[src/rtl/ps2_pkg.sv]
// Shared PS/2 definitions: receiver state encoding, frame constants and the
// odd-parity helper used by both the host receiver and the device transmitter.
package ps2_pkg;

  localparam int PS2_DATA_BITS = 8;

  typedef enum logic [1:0] {
    IDLE,
    DATA,
    PARITY,
    STOP
  } ps2_state_e;

  // Parity bit that makes the nine transmitted bits contain an odd number of ones.
  function automatic logic odd_parity(input logic [PS2_DATA_BITS-1:0] b);
    return ~^b;
  endfunction

endpackage

[src/rtl/ps2_line_filter.sv]
// Two-flop synchroniser followed by a glitch filter: the output only follows the
// line after FILTER_LEN consecutive synchronised samples disagree with it.
module ps2_line_filter #(
  parameter int FILTER_LEN = 8
) (
  input  logic clk,
  input  logic reset,
  input  logic line_in,
  output logic line_out
);

  localparam int CW = $clog2(FILTER_LEN);
  localparam logic [CW-1:0] CNT_MAX = CW'(FILTER_LEN - 1);

  logic [1:0]    sync_q, sync_d;
  logic          filt_q, filt_d;
  logic [CW-1:0] cnt_q, cnt_d;

  // Any agreeing sample restarts the run, so short pulses never reach the output.
  always_comb begin
    sync_d = {sync_q[0], line_in};
    filt_d = filt_q;
    cnt_d  = '0;
    if (sync_q[1] != filt_q) begin
      if (cnt_q == CNT_MAX) begin
        filt_d = sync_q[1];
      end else begin
        cnt_d = cnt_q + 1'b1;
      end
    end
  end

  always_ff @(posedge clk or posedge reset) begin
    if (reset) begin
      sync_q <= 2'b11;
      filt_q <= 1'b1;
      cnt_q  <= '0;
    end else begin
      sync_q <= sync_d;
      filt_q <= filt_d;
      cnt_q  <= cnt_d;
    end
  end

  assign line_out = filt_q;

endmodule

[src/rtl/ps2_host_receiver.sv]
// Host-side PS/2 receiver: filters both lines, deframes 11-bit device frames and
// reports each byte or error with a one-cycle strobe. Never drives the bus.
module ps2_host_receiver
  import ps2_pkg::*;
#(
  parameter int FILTER_LEN     = 8,
  parameter int TIMEOUT_CYCLES = 20000
) (
  input  logic       clk,
  input  logic       reset,
  input  logic       ps2_clk,
  input  logic       ps2_data,
  output logic [7:0] data,
  output logic       valid,
  output logic       parity_err,
  output logic       frame_err,
  output logic       busy
);

  localparam int BW = $clog2(PS2_DATA_BITS);
  localparam int WW = $clog2(TIMEOUT_CYCLES);
  localparam logic [BW-1:0] LAST_BIT = BW'(PS2_DATA_BITS - 1);
  localparam logic [WW-1:0] WD_MAX   = WW'(TIMEOUT_CYCLES - 1);

  logic filt_clk, filt_data;

  ps2_line_filter #(.FILTER_LEN(FILTER_LEN)) u_clk_filter (
    .clk      (clk),
    .reset    (reset),
    .line_in  (ps2_clk),
    .line_out (filt_clk)
  );

  ps2_line_filter #(.FILTER_LEN(FILTER_LEN)) u_data_filter (
    .clk      (clk),
    .reset    (reset),
    .line_in  (ps2_data),
    .line_out (filt_data)
  );

  ps2_state_e                 state_q, state_d;
  logic [BW-1:0]              bit_cnt_q, bit_cnt_d;
  logic [PS2_DATA_BITS-1:0]   shift_q, shift_d;
  logic                       par_q, par_d;
  logic [7:0]                 data_q, data_d;
  logic                       valid_q, valid_d;
  logic                       perr_q, perr_d;
  logic                       ferr_q, ferr_d;
  logic [WW-1:0]              wd_q, wd_d;
  logic                       clk_prev_q, clk_prev_d;
  logic                       fall_q, fall_d;
  logic                       data_bit_q, data_bit_d;

  // The fall strobe and the data sample are registered together so they stay aligned.
  always_comb begin
    clk_prev_d = filt_clk;
    fall_d     = clk_prev_q & ~filt_clk;
    data_bit_d = filt_data;

    state_d   = state_q;
    bit_cnt_d = bit_cnt_q;
    shift_d   = shift_q;
    par_d     = par_q;
    data_d    = data_q;
    valid_d   = 1'b0;
    perr_d    = 1'b0;
    ferr_d    = 1'b0;
    wd_d      = (state_q == IDLE || fall_q) ? '0 : wd_q + 1'b1;

    case (state_q)
      IDLE: begin
        if (fall_q && !data_bit_q) begin
          state_d   = DATA;
          bit_cnt_d = '0;
        end
      end
      DATA: begin
        if (fall_q) begin
          shift_d[bit_cnt_q] = data_bit_q;
          bit_cnt_d          = bit_cnt_q + 1'b1;
          if (bit_cnt_q == LAST_BIT) state_d = PARITY;
        end
      end
      PARITY: begin
        if (fall_q) begin
          par_d   = data_bit_q;
          state_d = STOP;
        end
      end
      STOP: begin
        if (fall_q) begin
          state_d = IDLE;
          if (!data_bit_q) begin
            ferr_d = 1'b1;
          end else if (par_q == odd_parity(shift_q)) begin
            data_d  = shift_q;
            valid_d = 1'b1;
          end else begin
            perr_d = 1'b1;
          end
        end
      end
      default: state_d = IDLE;
    endcase

    // A stalled device abandons the frame; a fall on the same cycle keeps it alive.
    if (state_q != IDLE && !fall_q && wd_q == WD_MAX) begin
      state_d = IDLE;
      ferr_d  = 1'b1;
      wd_d    = '0;
    end
  end

  always_ff @(posedge clk or posedge reset) begin
    if (reset) begin
      state_q    <= IDLE;
      bit_cnt_q  <= '0;
      shift_q    <= '0;
      par_q      <= 1'b0;
      data_q     <= '0;
      valid_q    <= 1'b0;
      perr_q     <= 1'b0;
      ferr_q     <= 1'b0;
      wd_q       <= '0;
      clk_prev_q <= 1'b1;
      fall_q     <= 1'b0;
      data_bit_q <= 1'b1;
    end else begin
      state_q    <= state_d;
      bit_cnt_q  <= bit_cnt_d;
      shift_q    <= shift_d;
      par_q      <= par_d;
      data_q     <= data_d;
      valid_q    <= valid_d;
      perr_q     <= perr_d;
      ferr_q     <= ferr_d;
      wd_q       <= wd_d;
      clk_prev_q <= clk_prev_d;
      fall_q     <= fall_d;
      data_bit_q <= data_bit_d;
    end
  end

  assign data       = data_q;
  assign valid      = valid_q;
  assign parity_err = perr_q;
  assign frame_err  = ferr_q;
  assign busy       = (state_q != IDLE);

endmodule

[config.mk]
export PLATFORM = sky130hd
export DESIGN_NAME = ps2_host_receiver
export DESIGN_NICKNAME = d
export VERILOG_FILES = /design/src/rtl/ps2_pkg.sv /design/src/rtl/ps2_line_filter.sv /design/src/rtl/ps2_host_receiver.sv
export SDC_FILE = /design/constraint.sdc
export NUM_CORES = 1
export LEC_CHECK = 0
export ABC_AREA = 1
export BUFFER_PORTS_ARGS = -buffer_cell sky130_fd_sc_hd__buf_2
export CORE_UTILIZATION = 23
export CTS_CLUSTER_SIZE = 24
export DETAILED_ROUTE_END_ITERATION = 8
export MAX_ROUTING_LAYER = met4
export PLACE_DENSITY_LB_ADDON = 0.25
export SYNTH_ARGS = -nofsm -noshare
export SYNTH_HDL_FRONTEND = slang
export SYNTH_SLANG_ARGS = --single-unit
[constraint.sdc]
create_clock -name clk -period 2.83 [get_ports clk]
set_input_delay 0.4245 -clock clk [delete_from_list [all_inputs] [get_ports clk]]
set_output_delay 0.4245 -clock clk [all_outputs]
set_load 0.01 [all_outputs]
==> impl_results.md <==
- Run status: complete, but fails checks
- Violations in the final reports: design-rule violations
- Area grow syn2layout: 16.2%
- Share of post-route cells with drive strength above 1: 20.3%
- Final Core Density: 27.7%
- CP max FO: 4
- Routed length per instance: 10.9 um
- Period utilization: 59.3%
- Number of global-route vias before repair: 2030
- Final global-route overflow total: 0
- Number of cells upsized or downsized after cts: 0
- CP Data Arrival Time: 1.25 ns
- Remaining antenna violation count: 0
- Count of buffers added by post-CTS timing repair for setup: 0
- Fraction of synthesis flops using an asynchronous set or reset pin: 100%
- Die width: 111 um
- Seq/Total Area, Yosys: 50.3%
- Cts bufs inserted: 5
- Clock transition at the registers of the reported paths: 0.07 ns
- # setup viols final: 0
- Worst min-delay path class: primary input to async pin
- Filler cell count in the final layout: 1235
- Min Tclk post-route: 1.68 ns
- Number of top-level pins: 16
- Via count: 2005
- Post-Syn Instances: 306
- Root cell of the clock tree: clkbuf_16
- # Max-Cap Violations: 0
- Syn Area/Cell: 9.01 um2
- Cts hold-fix bufs: 0
- CTS tree: yes
- Number of port buffers: 15
- Static Leak: 1.58 nW
- Clk sinks: 55
- Maximum number of pins on one net before global-route repair: 32
- Worst IR drop on VDD: 0.272 mV
- DIE AREA: 0.0124 mm2
- Antenna cell count: 0
- Highest achievable clock rate: 596 MHz
- CP top delay family: flip-flops
- 1st-pass router iterations: 6
- Worst-margin pin slew: 0.596 ns
- Number of pins exceeding their max-slew limit in the final report: 0
- # nets final: 345
- Starting density of the core: 23.8%
- Crit path top cell by count: inv_1
- Chip Height: 111 um
- Remaining DRCs: 2
- Post-Syn Nets: 322
- Longest individual stage delay on the worst path: 0.39 ns
- Setup TNS: 0 ns
- Number of levels the H-tree was split into: 2
- Clock Path Buffers: 2
- Element type at the critical path start: flip-flop
- Vias per cell: 4.24
- Final wirelength: 5.16 mm
- Count of buffer and inverter cells on the critical path: 3
- WP depth: 4
- Final clock skew: 0.00633 ns
- Power density relative to cell area: 794 mW/mm2
- Global-route wire length before repair: 9.50 mm
- Total global-route track usage: 9.80%
- Total number of placement rows: 39
- Worst slew slack as a fraction of its limit: 60.2%
- Start-to-end type of the worst setup path: flip-flop to output port
- CP required: 2.41 ns
- Crit path cell chain: inv_1, ha_1, inv_1, buf_2
- Kind of capture point of the worst setup path: output port
- Synthesis Warnings: 0
- Initial antenna violation count: 0
- Length in cells of the worst reg-to-reg path: 9
- Iter 0 DRT Violations: 71
- Slowest library cell on the worst path: dfrtp_1
- RePlAce Congestion: 0.784
- Estimated wirelength of the detail-placed design: 3.88 mm
- Unique cell type count in the Yosys netlist: 34
- Hold Vio Cnt, Final: 0
- Synth Register Bits: 55
- Clk_lat worst skew: 0.30 ns
- Placeable core region: 0.0116 mm2
- Dominant synthesized flop cell: dfrtp_1
- RSZ-0062 raised after global routing: no
- EDFF count, synth: 0
- Total standard cell area after synthesis: 0.00276 mm2
registers in the layout (all words and copies together), names as in the netlist, 2 cells and up:
register and flops:
wd_q 15, data 8, shift_q 8, bit_cnt_q 3
u_clk_filter.cnt_q 3, u_data_filter.cnt_q 3, state_q 2, u_clk_filter.sync_q 2
u_data_filter.sync_q 2
synthesized netlist by cell type (all sizes together) (2+ instances only):
| cell type | n | area share, % |
|---|---|---|
| dfstp | 8 | 7.6 |
| or2 | 2 | 0.45 |
| clkinv | 2 | 0.27 |
| a21oi | 14 | 2.7 |
| nand2 | 63 | 9.7 |
| nor3b | 5 | 1.9 |
| nand3 | 26 | 6.1 |
| inv | 49 | 6.7 |
| nand4 | 4 | 0.91 |
| nor2 | 34 | 5.8 |
| a31oi | 9 | 2.0 |
| mux2 | 2 | 0.82 |
| xnor2 | 5 | 1.6 |
| nor3 | 12 | 2.8 |
| dfrtp | 47 | 43 |
| o21ai | 8 | 1.5 |
| ha | 12 | 5.4 |
per-stage QoR:
stage	power [W]	hold WS, ns	area (um2)	setup slack (ns)	std cells
CTS	0.00259	0.206	3200	1.13	473
detailed placement	0.00186	0.351	3030	1.15	465
global placement	0.00184	0.346	3030	1.23	465
global route	0.00278	0.201	3200	0.960	473
floorplan	0.00166	0.345	2760	1.08	306
finish	0.00254	0.187	3200	1.15	473
where the power goes:
group	total, W	switching, W	internal [W]
Clock	0.000721	0.000299	0.000423
Combinational	0.000770	0.000501	0.000268
Sequential	0.00105	0.000110	0.000941
logic make-up after synthesis:
kind of cell / after synthesis / share of synthesized area, %
AND/OR/NAND/NOR: 146 / 27.6
flip-flops: 55 / 50.3
buffers and inverters: 51 / 6.94
AO/OA/AOI/OAI: 34 / 6.99
adder cells (fa/ha/maj): 12 / 5.45
XOR/XNOR: 6 / 1.91
multiplexers: 2 / 0.817
final cells by class:
class / count / area [um2] / area share, %
Inverter: 51 / 191 / 5.98
Multi-Input combinational cell: 200 / 1180 / 36.8
Tap cell: 143 / 179 / 5.59
Clock inverter: 3 / 47.5 / 1.48
Sequential cell: 55 / 1390 / 43.3
Timing Repair Buffer: 16 / 95.1 / 2.97
Clock buffer: 5 / 125 / 3.91
cells in the final DEF (no fill, tap or decap), drive strengths merged, types with 3 or more instances in the layout:
cell    synthesis  routed
a21oi          14      14
a31oi           9       9
buf             0      16
clkbuf          0       5
clkinv          2       3
dfrtp          47      47
dfstp           8       8
ha             12      12
inv            49      50
nand2          63      63
nand3          26      26
nand4           4       4
nor2           34      34
nor3           12      12
nor3b           5       5
o21ai           8       8
xnor2           5       5
routing by layer:
| metal | track usage [%] | up-vias | wire length (um) |
|---|---|---|---|
| li1 | - | 1037 | - |
| met1 | 12.1 | 940 | 2530 |
| met2 | 15.4 | 21 | 2360 |
| met3 | 2.40 | 7 | 180 |
| met4 | 3.96 | 0 | 89 |
| met5 | - | - | 0 |
worst paths after layout:
check	start	to	slack, ns
setup / recovery	state_q[0]	busy	1.15
hold / removal	reset	valid	0.19
setup reg to reg	state_q[0]	wd_q[11]	1.16
hold reg to reg	u_clk_filter.sync_q[0]	u_clk_filter.sync_q[1]	0.36
max in group asynchronous	reset	u_clk_filter.sync_q[1]	2.00
min in group clk	ps2_clk	u_clk_filter.sync_q[0]	0.22
Power figures use the tool's default switching activity.
